File: config.mk
export PLATFORM = sky130hd
export DESIGN_NAME = matrix_rx_parser
export DESIGN_NICKNAME = d
export VERILOG_FILES = /design/src/rtl/matrix_pkg.sv /design/src/rtl/rx_gap_timer.sv /design/src/rtl/matrix_rx_parser.sv
export SDC_FILE = /design/constraint.sdc
export NUM_CORES = 1
export LEC_CHECK = 0
export BUFFER_PORTS_ARGS = -buffer_cell sky130_fd_sc_hd__buf_4
export CORE_MARGIN = 10
export CORE_UTILIZATION = 50
export CTS_CLUSTER_DIAMETER = 150
export DETAILED_ROUTE_END_ITERATION = 8
export PLACE_DENSITY = 0.82
export SKIP_LAST_GASP = 1
export SYNTH_ARGS = -nofsm -noshare
export SYNTH_HDL_FRONTEND = slang
export SYNTH_SLANG_ARGS = --single-unit
File: constraint.sdc
create_clock -name clk -period 2.4 [get_ports clk]
set_input_delay 0.24 -clock clk [delete_from_list [all_inputs] [get_ports clk]]
set_output_delay 0.24 -clock clk [all_outputs]
set_load 0.1 [all_outputs]
File: src/rtl/matrix_pkg.sv
// -----------------------------------------------------------------------------
// matrix_pkg
// Shared constants for the matrix receive path: FSM state encoding, the
// error codes reported on error_type, the default matrix dimension limit and
// a helper that validates a received dimension byte.
// -----------------------------------------------------------------------------
package matrix_pkg;

  localparam int MATRIX_MAX_DIM = 5;

  // Parser FSM states
  localparam logic [1:0] ST_IDLE     = 2'd0;
  localparam logic [1:0] ST_GET_N    = 2'd1;
  localparam logic [1:0] ST_GET_ELEM = 2'd2;
  localparam logic [1:0] ST_DRAIN    = 2'd3;

  // Status codes reported on error_type
  localparam logic [2:0] ERR_OK      = 3'b000;
  localparam logic [2:0] ERR_DIM     = 3'b001;
  localparam logic [2:0] ERR_RANGE   = 3'b011;
  localparam logic [2:0] ERR_TIMEOUT = 3'b100;
  localparam logic [2:0] ERR_ABORT   = 3'b101;

  // A dimension byte is legal when it lies in 1..max_dim.
  function automatic logic dim_ok(input logic [7:0] v, input int max_dim);
    return (v != 8'd0) && (int'(v) <= max_dim);
  endfunction

endpackage

File: src/rtl/rx_gap_timer.sv
// -----------------------------------------------------------------------------
// rx_gap_timer
// Counts clock cycles since the last received byte while enabled.
//   clk, rst_n : clock, asynchronous active-low reset
//   restart    : a byte arrived this cycle; the count restarts
//   enable     : parser is mid-message; when low the count is held at zero
//   expired    : GAP_CYC cycles have passed since the last restart
// The count reads k in the k-th cycle after a restart, so expired is seen in
// cycle GAP_CYC-1 and the parser's registered reaction lands exactly GAP_CYC
// cycles after the strobe. GAP_CYC must be at least 2.
// -----------------------------------------------------------------------------
module rx_gap_timer #(
  parameter int GAP_CYC = 1_000_000
) (
  input  logic clk,
  input  logic rst_n,
  input  logic restart,
  input  logic enable,
  output logic expired
);

  localparam int               CNT_W = $clog2(GAP_CYC + 1);
  localparam logic [CNT_W-1:0] LIMIT = CNT_W'(GAP_CYC - 1);

  logic [CNT_W-1:0] cnt_q, cnt_d;

  // A strobe always restarts the count, even in the cycle the parser leaves
  // IDLE, so the first gap after the m byte is measured correctly.
  always_comb begin
    // NOTE: every signal written here gets a default first so no latch is inferred.
    cnt_d = cnt_q;
    if (restart)           cnt_d = CNT_W'(1);
    else if (!enable)      cnt_d = '0;
    else if (cnt_q < LIMIT) cnt_d = cnt_q + CNT_W'(1);
  end

  assign expired = enable && !restart && (cnt_q >= LIMIT);

  always_ff @(posedge clk or negedge rst_n) begin
    // NOTE: sequential state uses non-blocking assignments only.
    if (!rst_n) cnt_q <= '0;
    else        cnt_q <= cnt_d;
  end

endmodule

File: src/rtl/matrix_rx_parser.sv
// -----------------------------------------------------------------------------
// matrix_rx_parser
// Parses a UART byte stream "m, n, m*n elements (row-major)" into element
// writes for an external matrix store, with dimension/range checking, an
// inter-byte timeout and a synchronous abort.
//   clk, rst_n          : clock, asynchronous active-low reset
//   rx_data, rx_valid   : received byte and its single-cycle strobe
//   abort               : abandon the matrix in progress
//   val_min, val_max    : inclusive element bounds, sampled with the m byte
//   wr_en/addr/data     : element write port (addr = row*MAX_DIM + col)
//   mat_m, mat_n        : dimensions of the last matrix that completed cleanly
//   busy, done          : parser active / one-cycle completion pulse
//   error_type          : status of the last matrix, held until the next m byte
// -----------------------------------------------------------------------------
module matrix_rx_parser
  import matrix_pkg::*;
#(
  parameter  int MAX_DIM = MATRIX_MAX_DIM,
  parameter  int DATA_W  = 4,
  parameter  int GAP_CYC = 1_000_000,
  localparam int ADDR_W  = $clog2(MAX_DIM * MAX_DIM)
) (
  input  logic              clk,
  input  logic              rst_n,
  input  logic [7:0]        rx_data,
  input  logic              rx_valid,
  input  logic              abort,
  input  logic [DATA_W-1:0] val_min,
  input  logic [DATA_W-1:0] val_max,
  output logic              wr_en,
  output logic [ADDR_W-1:0] wr_addr,
  output logic [DATA_W-1:0] wr_data,
  output logic [3:0]        mat_m,
  output logic [3:0]        mat_n,
  output logic              busy,
  output logic              done,
  output logic [2:0]        error_type
);

  localparam int DIM_W = $clog2(MAX_DIM + 1);

  logic [1:0]        state_q, state_d;
  logic [DIM_W-1:0]  m_q, m_d, n_q, n_d, row_q, row_d, col_q, col_d;
  logic [DATA_W-1:0] vmin_q, vmin_d, vmax_q, vmax_d;
  logic              wr_en_q, wr_en_d;
  logic [ADDR_W-1:0] wr_addr_q, wr_addr_d;
  logic [DATA_W-1:0] wr_data_q, wr_data_d;
  logic [3:0]        mat_m_q, mat_m_d, mat_n_q, mat_n_d;
  logic              done_q, done_d;
  logic [2:0]        err_q, err_d;

  logic timer_en, gap_expired;
  logic elem_in_range, last_col, last_row;
  logic [ADDR_W-1:0] elem_addr;

  assign timer_en = (state_q != ST_IDLE);

  rx_gap_timer #(.GAP_CYC(GAP_CYC)) u_gap_timer (
    .clk     (clk),
    .rst_n   (rst_n),
    .restart (rx_valid),
    .enable  (timer_en),
    .expired (gap_expired)
  );

  // Bounds are zero-extended to the byte width so a byte above 2**DATA_W-1
  // is rejected rather than silently truncated into range.
  assign elem_in_range = (rx_data >= 8'(vmin_q)) && (rx_data <= 8'(vmax_q));
  assign last_col      = (col_q == n_q - DIM_W'(1));
  assign last_row      = (row_q == m_q - DIM_W'(1));
  assign elem_addr     = ADDR_W'(int'(row_q) * MAX_DIM + int'(col_q));

  always_comb begin
    state_d   = state_q;
    m_d       = m_q;
    n_d       = n_q;
    row_d     = row_q;
    col_d     = col_q;
    vmin_d    = vmin_q;
    vmax_d    = vmax_q;
    wr_en_d   = 1'b0;
    wr_addr_d = wr_addr_q;
    wr_data_d = wr_data_q;
    mat_m_d   = mat_m_q;
    mat_n_d   = mat_n_q;
    done_d    = 1'b0;
    err_d     = err_q;

    // Abort wins over a byte arriving in the same cycle.
    if (abort && state_q != ST_IDLE) begin
      state_d = ST_IDLE;
      err_d   = ERR_ABORT;
      done_d  = 1'b1;
    end else begin
      case (state_q)
        ST_IDLE: if (rx_valid) begin
          err_d  = ERR_OK;
          vmin_d = val_min;
          vmax_d = val_max;
          if (dim_ok(rx_data, MAX_DIM)) begin
            m_d     = DIM_W'(rx_data);
            state_d = ST_GET_N;
          end else begin
            err_d   = ERR_DIM;
            done_d  = 1'b1;
            state_d = ST_DRAIN;
          end
        end
        ST_GET_N: begin
          if (rx_valid) begin
            if (dim_ok(rx_data, MAX_DIM)) begin
              n_d     = DIM_W'(rx_data);
              row_d   = '0;
              col_d   = '0;
              state_d = ST_GET_ELEM;
            end else begin
              err_d   = ERR_DIM;
              done_d  = 1'b1;
              state_d = ST_DRAIN;
            end
          end else if (gap_expired) begin
            err_d   = ERR_TIMEOUT;
            done_d  = 1'b1;
            state_d = ST_IDLE;
          end
        end
        ST_GET_ELEM: begin
          if (rx_valid) begin
            if (!elem_in_range) begin
              err_d   = ERR_RANGE;
              done_d  = 1'b1;
              state_d = ST_DRAIN;
            end else begin
              wr_en_d   = 1'b1;
              wr_addr_d = elem_addr;
              wr_data_d = rx_data[DATA_W-1:0];
              if (last_col) begin
                col_d = '0;
                row_d = row_q + DIM_W'(1);
                if (last_row) begin
                  done_d  = 1'b1;
                  mat_m_d = 4'(m_q);
                  mat_n_d = 4'(n_q);
                  state_d = ST_IDLE;
                end
              end else begin
                col_d = col_q + DIM_W'(1);
              end
            end
          end else if (gap_expired) begin
            err_d   = ERR_TIMEOUT;
            done_d  = 1'b1;
            state_d = ST_IDLE;
          end
        end
        ST_DRAIN: if (gap_expired) state_d = ST_IDLE;
        default:  state_d = ST_IDLE;
      endcase
    end
  end

  always_ff @(posedge clk or negedge rst_n) begin
    if (!rst_n) begin
      state_q   <= ST_IDLE;
      m_q       <= '0;
      n_q       <= '0;
      row_q     <= '0;
      col_q     <= '0;
      vmin_q    <= '0;
      vmax_q    <= '0;
      wr_en_q   <= 1'b0;
      wr_addr_q <= '0;
      wr_data_q <= '0;
      mat_m_q   <= '0;
      mat_n_q   <= '0;
      done_q    <= 1'b0;
      err_q     <= ERR_OK;
    end else begin
      state_q   <= state_d;
      m_q       <= m_d;
      n_q       <= n_d;
      row_q     <= row_d;
      col_q     <= col_d;
      vmin_q    <= vmin_d;
      vmax_q    <= vmax_d;
      wr_en_q   <= wr_en_d;
      wr_addr_q <= wr_addr_d;
      wr_data_q <= wr_data_d;
      mat_m_q   <= mat_m_d;
      mat_n_q   <= mat_n_d;
      done_q    <= done_d;
      err_q     <= err_d;
    end
  end

  assign wr_en      = wr_en_q;
  assign wr_addr    = wr_addr_q;
  assign wr_data    = wr_data_q;
  assign mat_m      = mat_m_q;
  assign mat_n      = mat_n_q;
  assign done       = done_q;
  assign error_type = err_q;
  assign busy       = (state_q != ST_IDLE);

endmodule

Yosys cells after proc, flatten, opt, wreduce, memory -nomap -nowiden
Index checks and enable logic that the tools add are counted.
{ "totals": {"regBits": 62, "in_bits": 20} }
{ "classes": {"addsub": 6, "multipliers": 1, "magnitude_cmp": 5, "eq_ne": 16, "mux": 47, "bitwise_logic": 1, "n_reduce_logical": 20} }
{ "ops": {"columns": ["op", "n"], "rows": [
  ["$mux W20", 3],
  ["$mux W3", 15],
  ["$add A20 B1 Y20 const B", 1],
  ["$ge A20 B20 Y1 const B", 1],
  ["$lt A20 B20 Y1 const B", 1],
  ["$mux W2", 9],
  ["$reduce_and A4 Y1", 4],
  ["$mux W1", 15],
  ["$pmux W3 S2", 2],
  ["$reduce_and A6 Y1", 2],
  ["$ne A2 B2 Y1 const B", 5],
  ["$ne A5 B5 Y1 const B", 2],
  ["$pmux W3 S3", 1],
  ["$ge A8 B4 Y1", 1],
  ["$le A8 B3 Y1 const B", 1],
  ["$le A8 B4 Y1", 1],
  ["$ne A4 B4 Y1 const B", 2],
  ["$pmux W2 S4", 1],
  ["$reduce_bool A8 Y1", 1],
  ["$reduce_and A7 Y1", 1],
  ["$add A3 B1 Y3 const B", 2],
  ["$eq A3 B3 Y1", 2],
  ["$ne A3 B3 Y1 const B", 2],
  ["$reduce_and A3 Y1", 2],
  ["other kinds (12)", 19]
]} }

Logic depth before layout (Yosys ltp)
Gate-level depths: netlist of the first run.
{ "depth": {"ltp_word": 8, "mapped_depth": 10} }

Modules after synthesis
Synthesis of the first run repeated with hierarchy kept, for this count alone.
{ "unflattened": {"cells_unflattened": 363, "hier_area_um2": 3797.4} }
{ "modules_own_cells": {"columns": ["module", "n_inst", "cells_each", "area_each_um2"], "rows": [
  ["matrix_rx_parser", 1, 234, 2591.2],
  ["rx_gap_timer", 1, 129, 1206.2]
]} }

Worst setup path after synthesis of the first run
OpenSTA, ideal clock, no wires.
{ "synth_timing": {"path_type": "reg-to-reg", "startpoint": "register state_q[0]", "endpoint": "register err_q[2] (netlist: error_type[2])", "setup_time_ps": 68, "t_arrival_ps": 2537, "required_ps": 2332, "setup_slack_ps": -205, "path_stages_with_launch": 10, "path_cell_list": "dfrtp_1 inv_1 ha_1 buf_2 inv_1 nor2_1 a311o_2 a21oi_2 a21boi_0 o32a_1"} }
{ "synth_via": {"elab_chain_cells": 7, "elab_cells_between_ends": 17, "cone_classes": "eq/ne: 5; mux: 5; reduce/logical: 7"} }
{ "synth_lines": {"columns": ["element", "line_no", "text"], "rows": [
  ["start, declared", "matrix_rx_parser.sv:42", "logic [1:0] state_q, state_d;"],
  ["start signal, assigned", "matrix_rx_parser.sv:179", "state_q <= state_d;"],
  ["$reduce_bool A2 Y1 *", null, null],
  ["named net busy", "matrix_rx_parser.sv:35", "output logic busy,"],
  ["$logic_and A1 B1 Y1 (2 in a row)", "rx_gap_timer.sv:37", "assign expired = enable && !restart && (cnt_q >= LIMIT);"],
  ["$mux W3", null, null],
  ["$mux W3 (on tied branches)", null, null],
  ["$pmux W3 S3", "matrix_rx_parser.sv:95", "case (state_q)"],
  ["$mux W3", "matrix_rx_parser.sv:90", "if (abort && state_q != ST_IDLE) begin"],
  ["end signal, assigned", "matrix_rx_parser.sv:192", "err_q <= err_d;"],
  ["end, declared", "matrix_rx_parser.sv:50", "logic [2:0] err_q, err_d;"]
]} }
Mark *: on every way through the listed nets, which the timed path passes. The rest lies on a longest branch.
A chain may end at the register's enable or synchronous reset.

Final worst setup path of the first run
{ "layout_timing": {"startpoint": "register u_gap_timer.cnt_q[13]", "endpoint": "register u_gap_timer.cnt_q[10]"} }
{ "layout_via": {"elab_chain_cells": 2} }
{ "layout_lines": {"columns": ["element", "line_no", "text"], "rows": [
  ["start, declared", "rx_gap_timer.sv:25", "logic [CNT_W-1:0] cnt_q, cnt_d;"],
  ["start signal, assigned", "rx_gap_timer.sv:42", "else cnt_q <= cnt_d;"],
  ["$lt A20 B20 Y1", "rx_gap_timer.sv:34", "else if (cnt_q < LIMIT) cnt_d = cnt_q + CNT_W'(1);"],
  ["$ne A3 B3 Y1 (no source line)", null, null]
]} }
Every way passes these cells.

==> flow_summary.yaml, run 1 <==
routing:
  wl_per_cell_um: 16.6
  totalWireLength_mm: 8.44
  route.detailed.vias_per_inst: 5.64
  drt_first_iter_violations: 257
  antenna_violating_nets_post_route: 0
  via_count: 2862
  first_pass_iters: 4
  route.detailed.drc: 0
floorplanning:
  die-area_um2: 11100
  i_o_pins: 43
  floorplan.die.width_um: 106
  die_height_um: 106
  initial_core_util_pct: 51.0
  fp-row-count: 31
  core_area_um2: 7180
worst_setup_path:
  regToRegStartpoint: "u_gap_timer.cnt_q[13]"
  critical_path_required_ps: 2620
  timing.rr.end: "u_gap_timer.cnt_q[10]"
  critical_path_class: "flop to flop"
  critical_path.max_fanout: 12
  critPathArrivalTime_ps: 2530
  worstRegToRegCells: 6
  worst_setup_path_start_kind: "flop"
  reg2reg_setup_slack_ps: 90
  category_of_the_worst_setup_path_capture_point: "flop"
synthesis:
  yosysWarningCount: 0
  post_synth_inst_count: 351
  dominant_synthesized_flop_cell: "sky130_fd_sc_hd__dfrtp_1"
  synth_area_per_cell_um2: 10.4
  synthesis.area_um2: 3660
  yosysSeqAreaShare_pct: 42.4
  netlist.area_leader.share_pct: 42.4
  ys_seq_elements: 62
  post-synth-top-area-cell: "sky130_fd_sc_hd__dfrtp_1"
  asyncSetResetFlopFracSynth_pct: 100
  synth.lib_cells_used.distinct: 64
  synth_edf_count: 0
  synth_area_leaders: "sky130_fd_sc_hd__dfrtp_1, sky130_fd_sc_hd__ha_1, sky130_fd_sc_hd__mux2_2"
timing:
  max_freq_ghz: 0.433
  hold_slack_ps: -33.2
  final.setup_skew_ps: 11.5
  slew-limit-headroom_pct: 48.0
  min_period_over_period_pct: 96.2
  timing_hold_violations_final: 62
  drv_slew: 0
  rsz_0062_raised_after_global_routing: "false"
  setup-violations-final: 0
  min_period_ps: 2310
  worstMarginPinSlew_ps: 780
placement:
  gp_congestion: 0.846
  buffers_on_ports: 40
  placed_area_um2: 4110
  dp.final_hpwl_mm: 6.05
hold_path:
  holdCritPathClass: "input port to async pin"
power:
  power_leakage_nw: 2.09
  power_per_cell_area_nw_per_um2: 980
  vdd.ir_drop.worst_mv: 0.792
clock_tree:
  cts-root-to-sink-buffers: 2
  path_clk_slew_ps: 80
  cts_hold_buffers: 0
  cts_made_buffers: 9
  worst_skew_pair.late_latency_ps: 350
  cts_tree: "yes"
  clock_tree.htree_level_count: 3
  clock-root-buffer: "sky130_fd_sc_hd__clkbuf_8"
  clock-sinks: 62
outcome:
  outcome: "finished, violations left"
  failed_checks: "hold timing"
global_routing:
  initial_antenna_violation_count: 0
  grt_usage_pct: 15.4
  grt_remaining_overflow: 0
  grt_pass1_vias: 2955
  grt_pass1_wl_mm: 14.3
  grt_start_max_net_pins: 63
final_layout:
  diode_insertion_count_for_antenna_repair: 0
  util_after_layout_pct: 60.3
  post-route-cell-area_um2: 4330
  final_layout_size_suffix_gt1_share_pct: 28.4
  design.final.nets: 449
  syn2layout_area_growth_pct: 18.2
flow_run:
  max_cap_violations: 0
[worst max-delay path by stage]
stage / cells past startpoint / start / endpoint / slack (ps)
global placement: 9 / rx_data[0] / mat_m[0] / 40
floorplan: 9 / state_q[0] / error_type[2] / 9
detailed placement: 9 / rx_data[0] / mat_m[0] / -40
global route: 6 / u_gap_timer.cnt_q[13] / u_gap_timer.cnt_q[12] / 4
CTS: 6 / u_gap_timer.cnt_q[13] / u_gap_timer.cnt_q[18] / 2
finish: 6 / u_gap_timer.cnt_q[13] / u_gap_timer.cnt_q[10] / 90
[registers in the layout, indices dropped and copies added, names as in the netlist]
register and cells:
n_q 3, state_q 2, u_gap_timer.cnt_q 20, wr_en 1, done 1, wr_addr 5, vmin_q 4, wr_data 4
row_q 3, m_q 3, mat_n 3, vmax_q 4, mat_m 3, col_q 3, error_type 3
[worst max-delay path: stages (launching register included)]
cell                       delay (ps)
sky130_fd_sc_hd__dfrtp_1          430
sky130_fd_sc_hd__or4_4            560
sky130_fd_sc_hd__a311oi_2         310
sky130_fd_sc_hd__o21a_1           470
sky130_fd_sc_hd__nand4_1          170
sky130_fd_sc_hd__xor2_1           180
sky130_fd_sc_hd__nor2_1            60
[metal layers]
layer  GRT usage (%)  up-vias  part of all wire, %
met5               0        -                    0
met4            6.96        0                  2.6
met3            4.08       20                  5.0
met2            24.7       77                   47
met1            19.1     1411                   45
li1                -     1354                    -
[Yosys cell counts, types with 2 or more instances]
cell type	instances
sky130_fd_sc_hd__xor2_1	11
sky130_fd_sc_hd__mux2_4	7
sky130_fd_sc_hd__o21ai_0	15
sky130_fd_sc_hd__a22o_1	2
sky130_fd_sc_hd__o22ai_1	2
sky130_fd_sc_hd__buf_6	3
sky130_fd_sc_hd__buf_2	4
sky130_fd_sc_hd__a41oi_1	2
sky130_fd_sc_hd__xnor2_1	16
sky130_fd_sc_hd__buf_4	2
sky130_fd_sc_hd__mux2_2	18
sky130_fd_sc_hd__ha_1	25
sky130_fd_sc_hd__nor4_1	4
sky130_fd_sc_hd__and3_1	7
sky130_fd_sc_hd__nand3_1	4
sky130_fd_sc_hd__a31oi_1	3
sky130_fd_sc_hd__or4_4	3
sky130_fd_sc_hd__o21a_1	3
sky130_fd_sc_hd__nand2b_1	2
sky130_fd_sc_hd__and4_1	2
sky130_fd_sc_hd__nor2_1	30
sky130_fd_sc_hd__clkbuf_1	5
sky130_fd_sc_hd__dfrtp_1	62
sky130_fd_sc_hd__inv_1	22
sky130_fd_sc_hd__a21oi_1	11
sky130_fd_sc_hd__a21o_1	3
sky130_fd_sc_hd__o21ai_1	2
sky130_fd_sc_hd__nand2_1	26
sky130_fd_sc_hd__and2_1	2
sky130_fd_sc_hd__o211ai_1	5
sky130_fd_sc_hd__nor3_1	5
sky130_fd_sc_hd__nand4_1	11
[per-stage QoR]
stage,power [W],TNS (ps),worst slack [ps],cells,hold WS (ps)
finish,0.00424,0,91.4,507,-33.2
global route,0.00450,0,4.34,507,43.3
CTS,0.00424,0,2.36,507,2.22
detailed placement,0.00327,-166,-35.9,491,375
global placement,0.00320,0,41.7,491,368
floorplan,0.00279,0,9.21,352,-55.6
[kinds of logic (layout without fill, tap and decap cells)]
group,Yosys count,count (layout),synth area share (%)
buffers and inverters,36,92,4.65
DFF,62,62,42.4
other,1,2,0.102
and+or+nand+nor,106,106,15.0
muxes,26,26,8.68
xor gates and xnor gates,28,28,7.07
AOI/OAI and AO/OA,66,66,13.1
adders and majority gates,26,26,9.09
[cell usage in the layout (no fill, tap or decap), types with 3 or more instances in the layout]
master	instances
sky130_fd_sc_hd__dfrtp_1	62
sky130_fd_sc_hd__buf_4	54
sky130_fd_sc_hd__nor2_1	30
sky130_fd_sc_hd__nand2_1	26
sky130_fd_sc_hd__ha_1	25
sky130_fd_sc_hd__inv_1	21
sky130_fd_sc_hd__mux2_2	18
sky130_fd_sc_hd__xnor2_1	16
sky130_fd_sc_hd__o21ai_0	15
sky130_fd_sc_hd__a21oi_1	11
sky130_fd_sc_hd__xor2_1	11
sky130_fd_sc_hd__nand4_1	11
sky130_fd_sc_hd__clkbuf_8	9
sky130_fd_sc_hd__and3_1	7
sky130_fd_sc_hd__mux2_4	7
sky130_fd_sc_hd__o211ai_1	5
sky130_fd_sc_hd__nor3_1	5
sky130_fd_sc_hd__nor4_1	4
sky130_fd_sc_hd__nand3_1	4
sky130_fd_sc_hd__or4_4	3
sky130_fd_sc_hd__o21a_1	3
sky130_fd_sc_hd__a21o_1	3
sky130_fd_sc_hd__a31oi_1	3
[cell type report]
type / count / area (um^2)
multi-input combinational: 254 / 1960
clock buffer: 9 / 124
tap: 99 / 124
clock inverter: 7 / 73.8
fill: 593 / 2850
inverter: 22 / 86.3
timing repair buffer: 54 / 405
sequential: 62 / 1550
[power breakdown]
group | total, W | internal [W] | switching, W
Sequential | 0.00136 | 0.00123 | 0.000128
Combinational | 0.00195 | 0.000710 | 0.00124
Clock | 0.000937 | 0.000482 | 0.000455
Total | 0.00424 | 0.00242 | 0.00182
[timing repair]
action                                 CTS  global route
gates cloned                             0             0
pin swaps                                0             1
endpoints found under the hold margin    0             0
gates resized for setup                  2             3
setup endpoints to repair                7            16
buffers inserted                         0             0
Power figures use the tool's default switching activity.
==> inputs of run 2 (changes only) <==
- ABC_AREA: default -> 1
- MAX_ROUTING_LAYER: default -> met4
==> run 2 against run 1 <==
- sequential power grew 6%
- clock power shrank 1%
- the flow now finishes without violations
- global-route usage grew 0.52 points
- first-iteration DRC count shrank 4.7%
- count of clock-buffer cells in the layout grew 3
- highest routed layer unchanged
==> flow_summary.yaml, run 2 <==
timing:
  drv_slew: 0
  min_period_over_period_pct: 88.6
  totalNegativeSetupSlack_ps: 0
  min_period_ps: 2130
  final.setup_skew_ps: 14.0
  rsz_0062_raised_after_global_routing: "false"
  timing_hold_violations_final: 0
  hold_slack_ps: 115
  worstMarginPinSlew_ps: 776
  max_freq_ghz: 0.470
  finalWorstSetupSlack_ps: 274
  setup-violations-final: 0
  slew-limit-headroom_pct: 48.2
worst_setup_path:
  category_of_the_worst_setup_path_capture_point: "flop"
  critical_path_class: "flop to flop"
  critPathArrivalTime_ps: 2340
  worst_setup_path_start_kind: "flop"
  critical_path.max_fanout: 12
  critical_path_required_ps: 2620
clock_tree:
  cts_tree: "yes"
  worst_skew_pair.late_latency_ps: 350
  cts-root-to-sink-buffers: 2
  post_cts_buffers: 0
  clock-sinks: 62
  cts_made_buffers: 9
  clock-root-buffer: "sky130_fd_sc_hd__clkbuf_8"
  clock_tree.htree_level_count: 3
  path_clk_slew_ps: 70
synthesis:
  ys_seq_elements: 62
  synth_edf_count: 0
  synthesis.area_um2: 3810
  yosysSeqAreaShare_pct: 40.7
  dominant_synthesized_flop_cell: "sky130_fd_sc_hd__dfrtp_1"
  yosysWarningCount: 0
  yosysMostFrequentCell: "sky130_fd_sc_hd__nand2_1"
  synthTopCellsByCount: "sky130_fd_sc_hd__nand2_1, sky130_fd_sc_hd__dfrtp_1, sky130_fd_sc_hd__inv_1"
  synth_area_leaders: "sky130_fd_sc_hd__dfrtp_1, sky130_fd_sc_hd__nand2_1, sky130_fd_sc_hd__ha_1"
  asyncSetResetFlopFracSynth_pct: 100
  post-synth-top-area-cell: "sky130_fd_sc_hd__dfrtp_1"
  netlist.area_leader.share_pct: 40.7
  synth.lib_cells_used.distinct: 36
  synth_area_per_cell_um2: 7.79
  post_synth_inst_count: 490
routing:
  antenna_violating_nets_post_route: 0
  route.detailed.vias_per_inst: 5.27
  totalWireLength_mm: 8.81
  drt_first_iter_violations: 245
  route.detailed.drc: 0
  via_count: 3360
  first_pass_iters: 5
  wl_per_cell_um: 13.8
floorplanning:
  die-area_um2: 11500
  fp-row-count: 31
  i_o_pins: 43
  floorplan.die.width_um: 107
  die_height_um: 107
  core_area_um2: 7330
  initial_core_util_pct: 52.0
final_layout:
  register_containing_the_most_flip_flops_in_the_final_layout: "u_gap_timer.cnt_q"
  max_reg_flops: 20
  layout.cells.most_common_list: "sky130_fd_sc_hd__nand2_1, sky130_fd_sc_hd__dfrtp_1, sky130_fd_sc_hd__inv_1, sky130_fd_sc_hd__nor2_1, sky130_fd_sc_hd__buf_4"
  design.final.nets: 580
  diode_insertion_count_for_antenna_repair: 0
  util_after_layout_pct: 60.0
  layout.cells.most_common: "sky130_fd_sc_hd__nand2_1"
  final_layout_size_suffix_gt1_share_pct: 16.5
  fillers: 627
  syn2layout_area_growth_pct: 15.3
power:
  vdd.ir_drop.worst_mv: 0.567
  fin_total_pwr_w: 0.00441
  power_leakage_nw: 2.26
  power_per_cell_area_nw_per_um2: 1000
global_routing:
  grt_pass1_wl_mm: 14.5
  grt_start_max_net_pins: 63
  grt_pass1_vias: 3084
  initial_antenna_violation_count: 0
  grt_remaining_overflow: 0
  grt_usage_pct: 15.9
placement:
  buffers_on_ports: 40
  place_worst_setup_slack_ps: 289
  gp_congestion: 0.946
  dp.final_hpwl_mm: 6.63
flow_run:
  max_cap_violations: 0
hold_path:
  holdCritPathClass: "input port to flop"
outcome:
  outcome: "finished, final reports clean"
[run 2: cell types whose count changed in the layout (fill, tap and decap cells not counted), moves of 12 or more]
cell / change
sky130_fd_sc_hd__xnor2_1: -12
sky130_fd_sc_hd__inv_1: +35
sky130_fd_sc_hd__nand3_1: +29
sky130_fd_sc_hd__nand2_1: +87
sky130_fd_sc_hd__nor2_1: +18
sky130_fd_sc_hd__a21oi_1: +20
sky130_fd_sc_hd__o21ai_0: +15
sky130_fd_sc_hd__mux2_2: -16
[run 2: cells by family (layout without fill, tap and decap cells)]
group	after synthesis	in the layout	synth area share, %
compound gates	79	79	11.3
xor+xnor	14	14	3.21
fa+ha+maj	26	26	8.72
buf+inv	73	121	8.20
flops	62	62	40.7
mux	4	4	1.38
other cells	1	2	0.0983
simple gates	231	231	26.4
[run 2: worst paths after layout]
check / from / to / slack, ps / cells after the start
worst max register to register: state_q[0] / mat_n[0] / 270 / 9
worst max-delay path: state_q[0] / mat_n[0] / 270 / 9
worst min-delay path: rx_data[0] / m_q[0] / 120 / 3
worst min register to register: mat_m[2] / mat_m[2] / 480 / 2
max in group asynchronous: rst_n / state_q[0] / 1310 / 2
min in group asynchronous: rst_n / mat_m[0] / 500 / 2
[run 2: where the power goes]
| part | switching, W | internal, W | total [W] |
|---|---|---|---|
| combinational | 0.00143 | 0.000615 | 0.00205 |
| clock | 0.000392 | 0.000531 | 0.000923 |
| sequential | 0.000175 | 0.00126 | 0.00144 |
| total | 0.00200 | 0.00241 | 0.00441 |
[run 2: layout make-up]
class / instances / area (um^2) / share of cell area, %
Clock buffer: 12 / 155 / 3.53
Clock inverter: 4 / 45.0 / 1.02
Tap cell: 99 / 124 / 2.81
Timing Repair Buffer: 46 / 348 / 7.90
Multi-Input combinational cell: 356 / 1950 / 44.4
Inverter: 59 / 221 / 5.03
Sequential cell: 62 / 1550 / 35.3
[run 2: worst max-delay path, stage by stage, from the launching register on]
cell,delay [ps]
sky130_fd_sc_hd__dfrtp_2,450
sky130_fd_sc_hd__inv_1,110
sky130_fd_sc_hd__ha_1,370
sky130_fd_sc_hd__inv_1,160
sky130_fd_sc_hd__nor2_1,150
sky130_fd_sc_hd__nand3_2,120
sky130_fd_sc_hd__inv_2,120
sky130_fd_sc_hd__nand2_1,280
sky130_fd_sc_hd__nand2_1,180
sky130_fd_sc_hd__o21ai_2,60
[run 2: stage by stage]
step,instance area (um^2),instances
finish,4400,638
detailed placement,4190,621
floorplan,3820,491
global placement,4190,621
global route,4400,638
CTS,4400,638
[run 2: repair_timing]
action	CTS	global route
hold endpoints to repair	9	0
hold buffers	1	0
endpoints found under the setup margin	0	1
gates resized for setup	0	1
[run 2: layer usage]
| metal | share of wire (%) | track usage [%] |
|---|---|---|
| met1 | 46 | 20.5 |
| met2 | 46 | 23.8 |
| met5 | 0 | - |
| met3 | 6.6 | 4.07 |
| met4 | 1.6 | 5.63 |
